$ cat config.mk
export PLATFORM = sky130hd
export DESIGN_NAME = inv_sub_bytes_seq_flat
export DESIGN_NICKNAME = d
export VERILOG_FILES = /design/src/rtl/inv_sub_bytes_seq_if.sv /design/src/rtl/inv_sub_bytes_seq.sv /design/src/flat_wrapper.sv
export SDC_FILE = /design/constraint.sdc
export NUM_CORES = 1
export LEC_CHECK = 0
export BUFFER_PORTS_ARGS = -buffer_cell sky130_fd_sc_hd__buf_4
export CAP_MARGIN = 20
export CORE_ASPECT_RATIO = 1.75
export CORE_MARGIN = 1.5
export CORE_UTILIZATION = 55
export DETAILED_ROUTE_END_ITERATION = 10
export PLACE_DENSITY = 0.92
export RECOVER_POWER = 25
export SYNTH_ARGS = -nofsm -noshare
export SYNTH_HDL_FRONTEND = slang
export SYNTH_SLANG_ARGS = --single-unit
$ cat constraint.sdc
create_clock -name clk -period 2.45 [get_ports clk]
set_clock_uncertainty 0.1 [all_clocks]
set_input_delay 0 -clock clk [delete_from_list [all_inputs] [get_ports clk]]
set_output_delay 0 -clock clk [all_outputs]
set_load 0.1 [all_outputs]
$ cat src/rtl/inv_sub_bytes_seq_if.sv
`default_nettype none
// ============================================================================
//  Module   : inv_sub_bytes_seq_if
//  Brief    : Handshake, data and S-box lane bundle for inv_sub_bytes_seq.
//  Revision : 1.0  initial release
// ============================================================================
interface inv_sub_bytes_seq_if #(
   parameter int LANES = 4
);
   logic                 in_valid;
   logic                 in_ready;
   logic [127:0]         in_data;
   logic                 out_valid;
   logic                 out_ready;
   logic [127:0]         out_data;
   logic [8*LANES-1:0]   sbox_in;
   logic [8*LANES-1:0]   sbox_out;
   logic                 busy;

   modport master (
      output in_valid, in_data, out_ready, sbox_out,
      input  in_ready, out_valid, out_data, sbox_in, busy
   );

   modport slave (
      input  in_valid, in_data, out_ready, sbox_out,
      output in_ready, out_valid, out_data, sbox_in, busy
   );
endinterface
`default_nettype wire

$ cat src/rtl/inv_sub_bytes_seq.sv
`default_nettype none
// ============================================================================
//  Module   : inv_sub_bytes_seq
//  Brief    : AES InvSubBytes over a 128-bit state, LANES bytes per cycle
//             through an external shared inverse S-box lane.
//  Revision : 1.0  initial release
// ============================================================================
module inv_sub_bytes_seq #(
   parameter int LANES = 4
) (
   input  wire logic          clk,
   input  wire logic          rst_n,
   inv_sub_bytes_seq_if.slave bus
);
   localparam int BEATS = 16 / LANES;
   localparam int CW    = (BEATS > 1) ? $clog2(BEATS) : 1;
   localparam int LW    = 8 * LANES;

   localparam logic [1:0]    c_IDLE = 2'd0;
   localparam logic [1:0]    c_SUB  = 2'd1;
   localparam logic [1:0]    c_DONE = 2'd2;
   localparam logic [CW-1:0] c_LAST = CW'(BEATS - 1);

   logic [1:0]    state_q, state_d;
   logic [CW-1:0] cnt_q, cnt_d;
   logic [127:0]  src_q, src_d;
   logic [127:0]  res_q, res_d;
   logic [LW-1:0] w_lane;
   logic          w_in_ready;

   assign w_in_ready = rst_n && (state_q == c_IDLE);

   always_comb begin
      state_d = state_q;
      cnt_d   = cnt_q;
      src_d   = src_q;
      res_d   = res_q;
      w_lane  = '0;
      // Beat b owns bytes [b*LANES .. b*LANES+LANES-1] of both registers.
      for (int b = 0; b < BEATS; b++) begin
         if (cnt_q == CW'(b)) begin
            w_lane = src_q[b*LW +: LW];
         end
      end
      case (state_q)
         c_IDLE: begin
            if (bus.in_valid && w_in_ready) begin
               src_d   = bus.in_data;
               cnt_d   = '0;
               state_d = c_SUB;
            end
         end
         c_SUB: begin
            for (int b = 0; b < BEATS; b++) begin
               if (cnt_q == CW'(b)) begin
                  res_d[b*LW +: LW] = bus.sbox_out;
               end
            end
            if (cnt_q == c_LAST) begin
               state_d = c_DONE;
            end else begin
               cnt_d = cnt_q + 1'b1;
            end
         end
         c_DONE: begin
            if (bus.out_ready) begin
               cnt_d   = '0;
               state_d = c_IDLE;
            end
         end
         default: begin
            state_d = c_IDLE;
            cnt_d   = '0;
         end
      endcase
   end

   always_ff @(posedge clk) begin
      if (!rst_n) begin
         state_q <= c_IDLE;
         cnt_q   <= '0;
         src_q   <= '0;
         res_q   <= '0;
      end else begin
         state_q <= state_d;
         cnt_q   <= cnt_d;
         src_q   <= src_d;
         res_q   <= res_d;
      end
   end

   assign bus.in_ready  = w_in_ready;
   assign bus.out_valid = (state_q == c_DONE);
   assign bus.out_data  = res_q;
   assign bus.sbox_in   = (state_q == c_SUB) ? w_lane : '0;
   assign bus.busy      = (state_q != c_IDLE);
endmodule
`default_nettype wire

$ cat src/flat_wrapper.sv
// flat-port wrapper written by rule: the top's interface ports become plain ports
module inv_sub_bytes_seq_flat 
#(
   parameter int LANES = 4
)
  (clk, rst_n, bus_in_valid, bus_in_data, bus_out_ready, bus_sbox_out, bus_in_ready, bus_out_valid, bus_out_data, bus_sbox_in, bus_busy);
  inv_sub_bytes_seq_if #(.LANES(LANES)) bus_i ();
  input  wire logic clk;
  input  wire logic rst_n;
  input wire logic [$bits(bus_i.in_valid)-1:0] bus_in_valid;
  input wire logic [$bits(bus_i.in_data)-1:0] bus_in_data;
  input wire logic [$bits(bus_i.out_ready)-1:0] bus_out_ready;
  input wire logic [$bits(bus_i.sbox_out)-1:0] bus_sbox_out;
  output wire logic [$bits(bus_i.in_ready)-1:0] bus_in_ready;
  output wire logic [$bits(bus_i.out_valid)-1:0] bus_out_valid;
  output wire logic [$bits(bus_i.out_data)-1:0] bus_out_data;
  output wire logic [$bits(bus_i.sbox_in)-1:0] bus_sbox_in;
  output wire logic [$bits(bus_i.busy)-1:0] bus_busy;
  assign bus_i.in_valid = bus_in_valid;
  assign bus_i.in_data = bus_in_data;
  assign bus_i.out_ready = bus_out_ready;
  assign bus_i.sbox_out = bus_sbox_out;
  assign bus_in_ready = bus_i.in_ready;
  assign bus_out_valid = bus_i.out_valid;
  assign bus_out_data = bus_i.out_data;
  assign bus_sbox_in = bus_i.sbox_in;
  assign bus_busy = bus_i.busy;
  inv_sub_bytes_seq #(.LANES(LANES)) u_core (.clk(clk), .rst_n(rst_n), .bus(bus_i));
endmodule
[Yosys cells after proc, flatten, opt, wreduce, memory -nomap -nowiden]
Cells that the tools add are included.
Word-level totals
  bits in registers: 260
  bits of input ports: 164
  output and inout bits: 163
Operators by class
  $add $sub $neg: 1
  eq/ne operators: 9
  muxes and demuxes: 12
  reduce and logical (&&, ||, !) cells: 12
Operator list (number)
  $mux 32: 5
  $pmux 2 s3: 2
  $mux 2: 5
  $reduce_and 2->1: 5
  $eq 2x2->1 const B: 3
  $ne 2x2->1 const B: 3
  $reduce_and 3->1: 2
  $eq 2x1->1 const B: 2
  $logic_not 2->1: 2
  $add 2x1->2 const B: 1
  $logic_and 1x1->1: 2
  $ne 2x1->1 const B: 1
  $reduce_bool 2->1: 1

[Longest topological paths before layout]
  depth after elaboration: 6
  gate-level depth with buffers: 8
  gate-level depth less buffers: 5

[Worst setup path after synthesis]
OpenSTA, ideal clock, no wires.
  kind: register to output
  from: register u_core.state_q[0]
  to: output bus_in_ready
  arrival time: 2.333 ns
  data required time: 2.350 ns
  setup slack: 0.017 ns
  cell stages (with the launch flop): 4
  path buffers: 1
  path through: dfxtp_1 > buf_2 > or2_2 > nor2_1
On the way
  longest elaborated chain between the ends: 2
RTL lines
  from (decl): RTL line inv_sub_bytes_seq.sv:24  | logic [1:0] state_q, state_d;
  from (signal assigned): RTL line inv_sub_bytes_seq.sv:80  | state_q <= c_IDLE;
  from (signal assigned): RTL line inv_sub_bytes_seq.sv:85  | state_q <= state_d;
  $logic_not 2->1: RTL line inv_sub_bytes_seq.sv:31  | assign w_in_ready = rst_n && (state_q == c_IDLE);
  $logic_and 1x1->1: RTL line inv_sub_bytes_seq.sv:31
  to (decl): RTL line flat_wrapper.sv:14  | output wire logic [$bits(bus_i.in_ready)-1:0] bus_in_ready;
No other way between the ends.

[Final worst setup path]
  from: register u_core.cnt_q[0]
  to: output bus_sbox_in[6]
On the way
  longest elaborated chain between the ends: 6
  elaborated cells between the ends (all ways): 9
  classes of those cells: eq/ne (3); mux (5); reduce/logical (1)
RTL lines
  from (decl): RTL line inv_sub_bytes_seq.sv:25  | logic [CW-1:0] cnt_q, cnt_d;
  from (signal assigned): RTL line inv_sub_bytes_seq.sv:86  | cnt_q <= cnt_d;
  $logic_not 2->1: RTL line inv_sub_bytes_seq.sv:41  | if (cnt_q == CW'(b)) begin
  $mux 32 (3 in series): RTL line inv_sub_bytes_seq.sv:41
  $mux 32 (*): RTL line inv_sub_bytes_seq.sv:41
  $mux 32 (*): RTL line inv_sub_bytes_seq.sv:95  | assign bus.sbox_in = (state_q == c_SUB) ? w_lane : '0;
  to (decl): RTL line flat_wrapper.sv:17  | output wire logic [$bits(bus_i.sbox_in)-1:0] bus_sbox_in;
Every way passes the cells marked *; elsewhere a longest branch is shown, timed or not.

==> flow_summary.json <==
{
  "status": "complete, but fails checks",
  "failed_checks": "setup timing",
  "overflow": 0,
  "critical_path_class": "register to output pin",
  "worst-slew-pin-transition_ns": 1.28,
  "cts_setup_buffers": 0,
  "cts_root_buf": "clkbuf_16",
  "drive_gt1_share_pct": 16.8,
  "slew_headroom_pct": 15.2,
  "critical_path_required_ns": 2.35,
  "cp_num_buf_inv": 3,
  "antenna_found_initial": 6,
  "drt-pass1-iter-count": 7,
  "fillCellCount": 1037,
  "wl_um": 45900,
  "seq_area_um2": 5210,
  "io_pins": 327,
  "placed_cells": 1806,
  "hold_violations": 0,
  "synth_top_area_share_pct": 50.8,
  "syn_nets": 1502,
  "grt_max_degree": 86,
  "postLayoutCellArea_um2": 14800,
  "nets": 1929,
  "p_leak_nw": 5.67,
  "p_per_area_nw_per_um2": 688,
  "setup_viol": 3,
  "die_x_um": 106,
  "vdd_drop_max_v": 0.000785,
  "dieArea_um2": 19500,
  "cp-start-kind": "register",
  "hp-start": "bus_in_data[84]",
  "crit_fanout": 19,
  "ys_async_sr_fraction_pct": 0,
  "cts_buffers": 22,
  "coreArea_um2": 18100,
  "cap_violations": 0,
  "worstRegToRegCells": 8,
  "start_util_pct": 56.5,
  "period_minus_slack_ns": 2.48,
  "worstPathCellList": "inv_1 > ha_1 > buf_6 > nand2_1 > o21ai_0 > a32o_1 > buf_4",
  "clk_pin_slew_ns": 0.07,
  "synth_area_um2": 10200,
  "syn_area_per_cell_um2": 7.68,
  "h-tree-depth": 1,
  "clk_path_buf_depth": 3,
  "grt_pass1_wl_um": 67100,
  "ys_types": 28,
  "fin_crit_sh_pct": 101,
  "clk_latency_ns": 0.51,
  "dr.first_iter.drc_count": 1528,
  "arrival_ns": 2.38,
  "synthFlopType": "dfxtp_1",
  "die_h_um": 184,
  "cp.depth": 7,
  "gp_congestion": 0.855,
  "crit_start": "u_core.cnt_q[0]",
  "vias_per_cell": 6.26,
  "hp-class": "input port to register",
  "synth_enable_flop_cells": 0,
  "synth-seq-cells": 260,
  "num_rows": 65,
  "post_synth_inst_count": 1334,
  "synth_area_leaders": "dfxtp_1 (51%), nand2_1 (20%), a21oi_1 (7.9%)",
  "final_cell_mix": "nand2_1 (544), dfxtp_1 (257), buf_4 (227), dlygate4sd3_1 (164), a21oi_1 (160)",
  "pre_cts_slack_ns": 0.575,
  "tritoncts": "built",
  "fmax_ghz": 0.403,
  "hold_slack_ns": 0.134,
  "cp_slowest_stage_delay_ns": 0.35,
  "via_count": 12600,
  "yosysWarnings": 0,
  "synth_top_cell_by_area": "dfxtp_1",
  "place_area_um2": 12700,
  "grt_pass1_vias": 12600,
  "setup_slack_ns": -0.0297,
  "port_buffers": 326,
  "synth_seq_area_share_pct": 50.8,
  "finalMaxSlewViolations": 0,
  "timing.rr.start": "u_core.cnt_q[0]",
  "remaining_drc_errors": 0,
  "area_growth_pct": 44.4,
  "holdPathStages": 4,
  "dpl.hpwl_um": 20100,
  "drtAntennaViolNets": 0,
  "worst_path_max_delay_cell": "dfxtp_2",
  "final_common_cell": "nand2_1",
  "grt_usage_pct": 44.3,
  "cts.sinks": 260,
  "post_drt_wl_per_cell_um": 22.7,
  "fin_cells": 2017,
  "multi_input_area_um2": 4430,
  "crit_family": "buffers and inverters",
  "p_total_w": 0.0102,
  "worstSetupEndpointType": "output pin"
}
[flip-flops by register name (all words and copies together), names as in the netlist]
name,cells
u_core.state_q,2
u_core.cnt_q,2
u_core.src_q,128
u_core.bus.out_data,128
[layout make-up]
type                    count  share of cell area [%]
diodes                      7                   0.118
clock buffers              26                    4.10
clock inverters            13                    1.24
inverters                   4                   0.118
multi-input cells         959                    29.9
flip-flops and latches    260                    35.2
well taps                 234                    1.98
repair buffers            514                    27.3
[cells in the mapped netlist, types with 3 or more instances]
master	instances
nand3b_1	5
buf_6	19
clkbuf_2	3
o21ai_1	34
o21ai_0	127
buf_2	32
and3b_1	4
nor2_1	7
nand2_1	544
nand2b_1	29
ha_1	4
buf_1	5
or2b_1	4
inv_1	3
a21oi_1	162
dfxtp_1	260
clkbuf_1	50
a32o_1	32
[cells by family (layout without fill, tap and decap cells)]
| group | count (synthesis) | after routing | synth area share [%] |
|---|---|---|---|
| AOI/OAI and AO/OA | 357 | 357 | 19.1 |
| buffers and inverters | 115 | 557 | 6.18 |
| other | 0 | 7 | 0 |
| DFF | 260 | 260 | 50.8 |
| and+or+nand+nor | 598 | 598 | 23.4 |
| adders and majority gates | 4 | 4 | 0.489 |
[report_power, final]
| part | switching (W) | internal (W) | leakage (nW) |
|---|---|---|---|
| combinational | 0.00109 | 0.000583 | 3.17 |
| clock | 0.00170 | 0.00221 | 0.380 |
| sequential | 0.000155 | 0.00443 | 2.12 |
[per-stage QoR]
step	TNS [ns]	util, %
6_report	-0.0590	81.5
5_1_grt	-0.291	81.5
4_1_cts	0	83.2
3_5_place_dp	0	69.8
3_3_place_gp	0	69.8
2_1_floorplan	0	-
[final timing paths]
| kind | to | slack (ns) |
|---|---|---|
| worst max register to register | u_core.bus.out_data[18] | 0.08 |
| worst min-delay path | u_core.src_q[84] | 0.13 |
| worst min register to register | u_core.src_q[91] | 0.35 |
| worst max-delay path | bus_sbox_in[6] | -0.03 |
[tightest hold or removal path, cell delays in order]
cell and delay, ns:
dlygate4sd3_1 0.52, buf_4 0.10, nand2_1 0.04, o21ai_1 0.06
[metal layers]
layer / routed length, um / global-route usage (%) / vias to the layer above
li1: - / - / 5226
met1: 14200 / 45.9 / 5640
met2: 21500 / 72.8 / 1290
met3: 5030 / 11.4 / 479
met4: 5160 / 39.9 / 0
met5: 0 / 0 / -
[repair_timing]
action,in CTS,in global routing
setup endpoints to repair,0,26
resized for setup,0,20
endpoints found under the hold margin,260,0
hold buffers,164,0
Power figures use the tool's default switching activity.
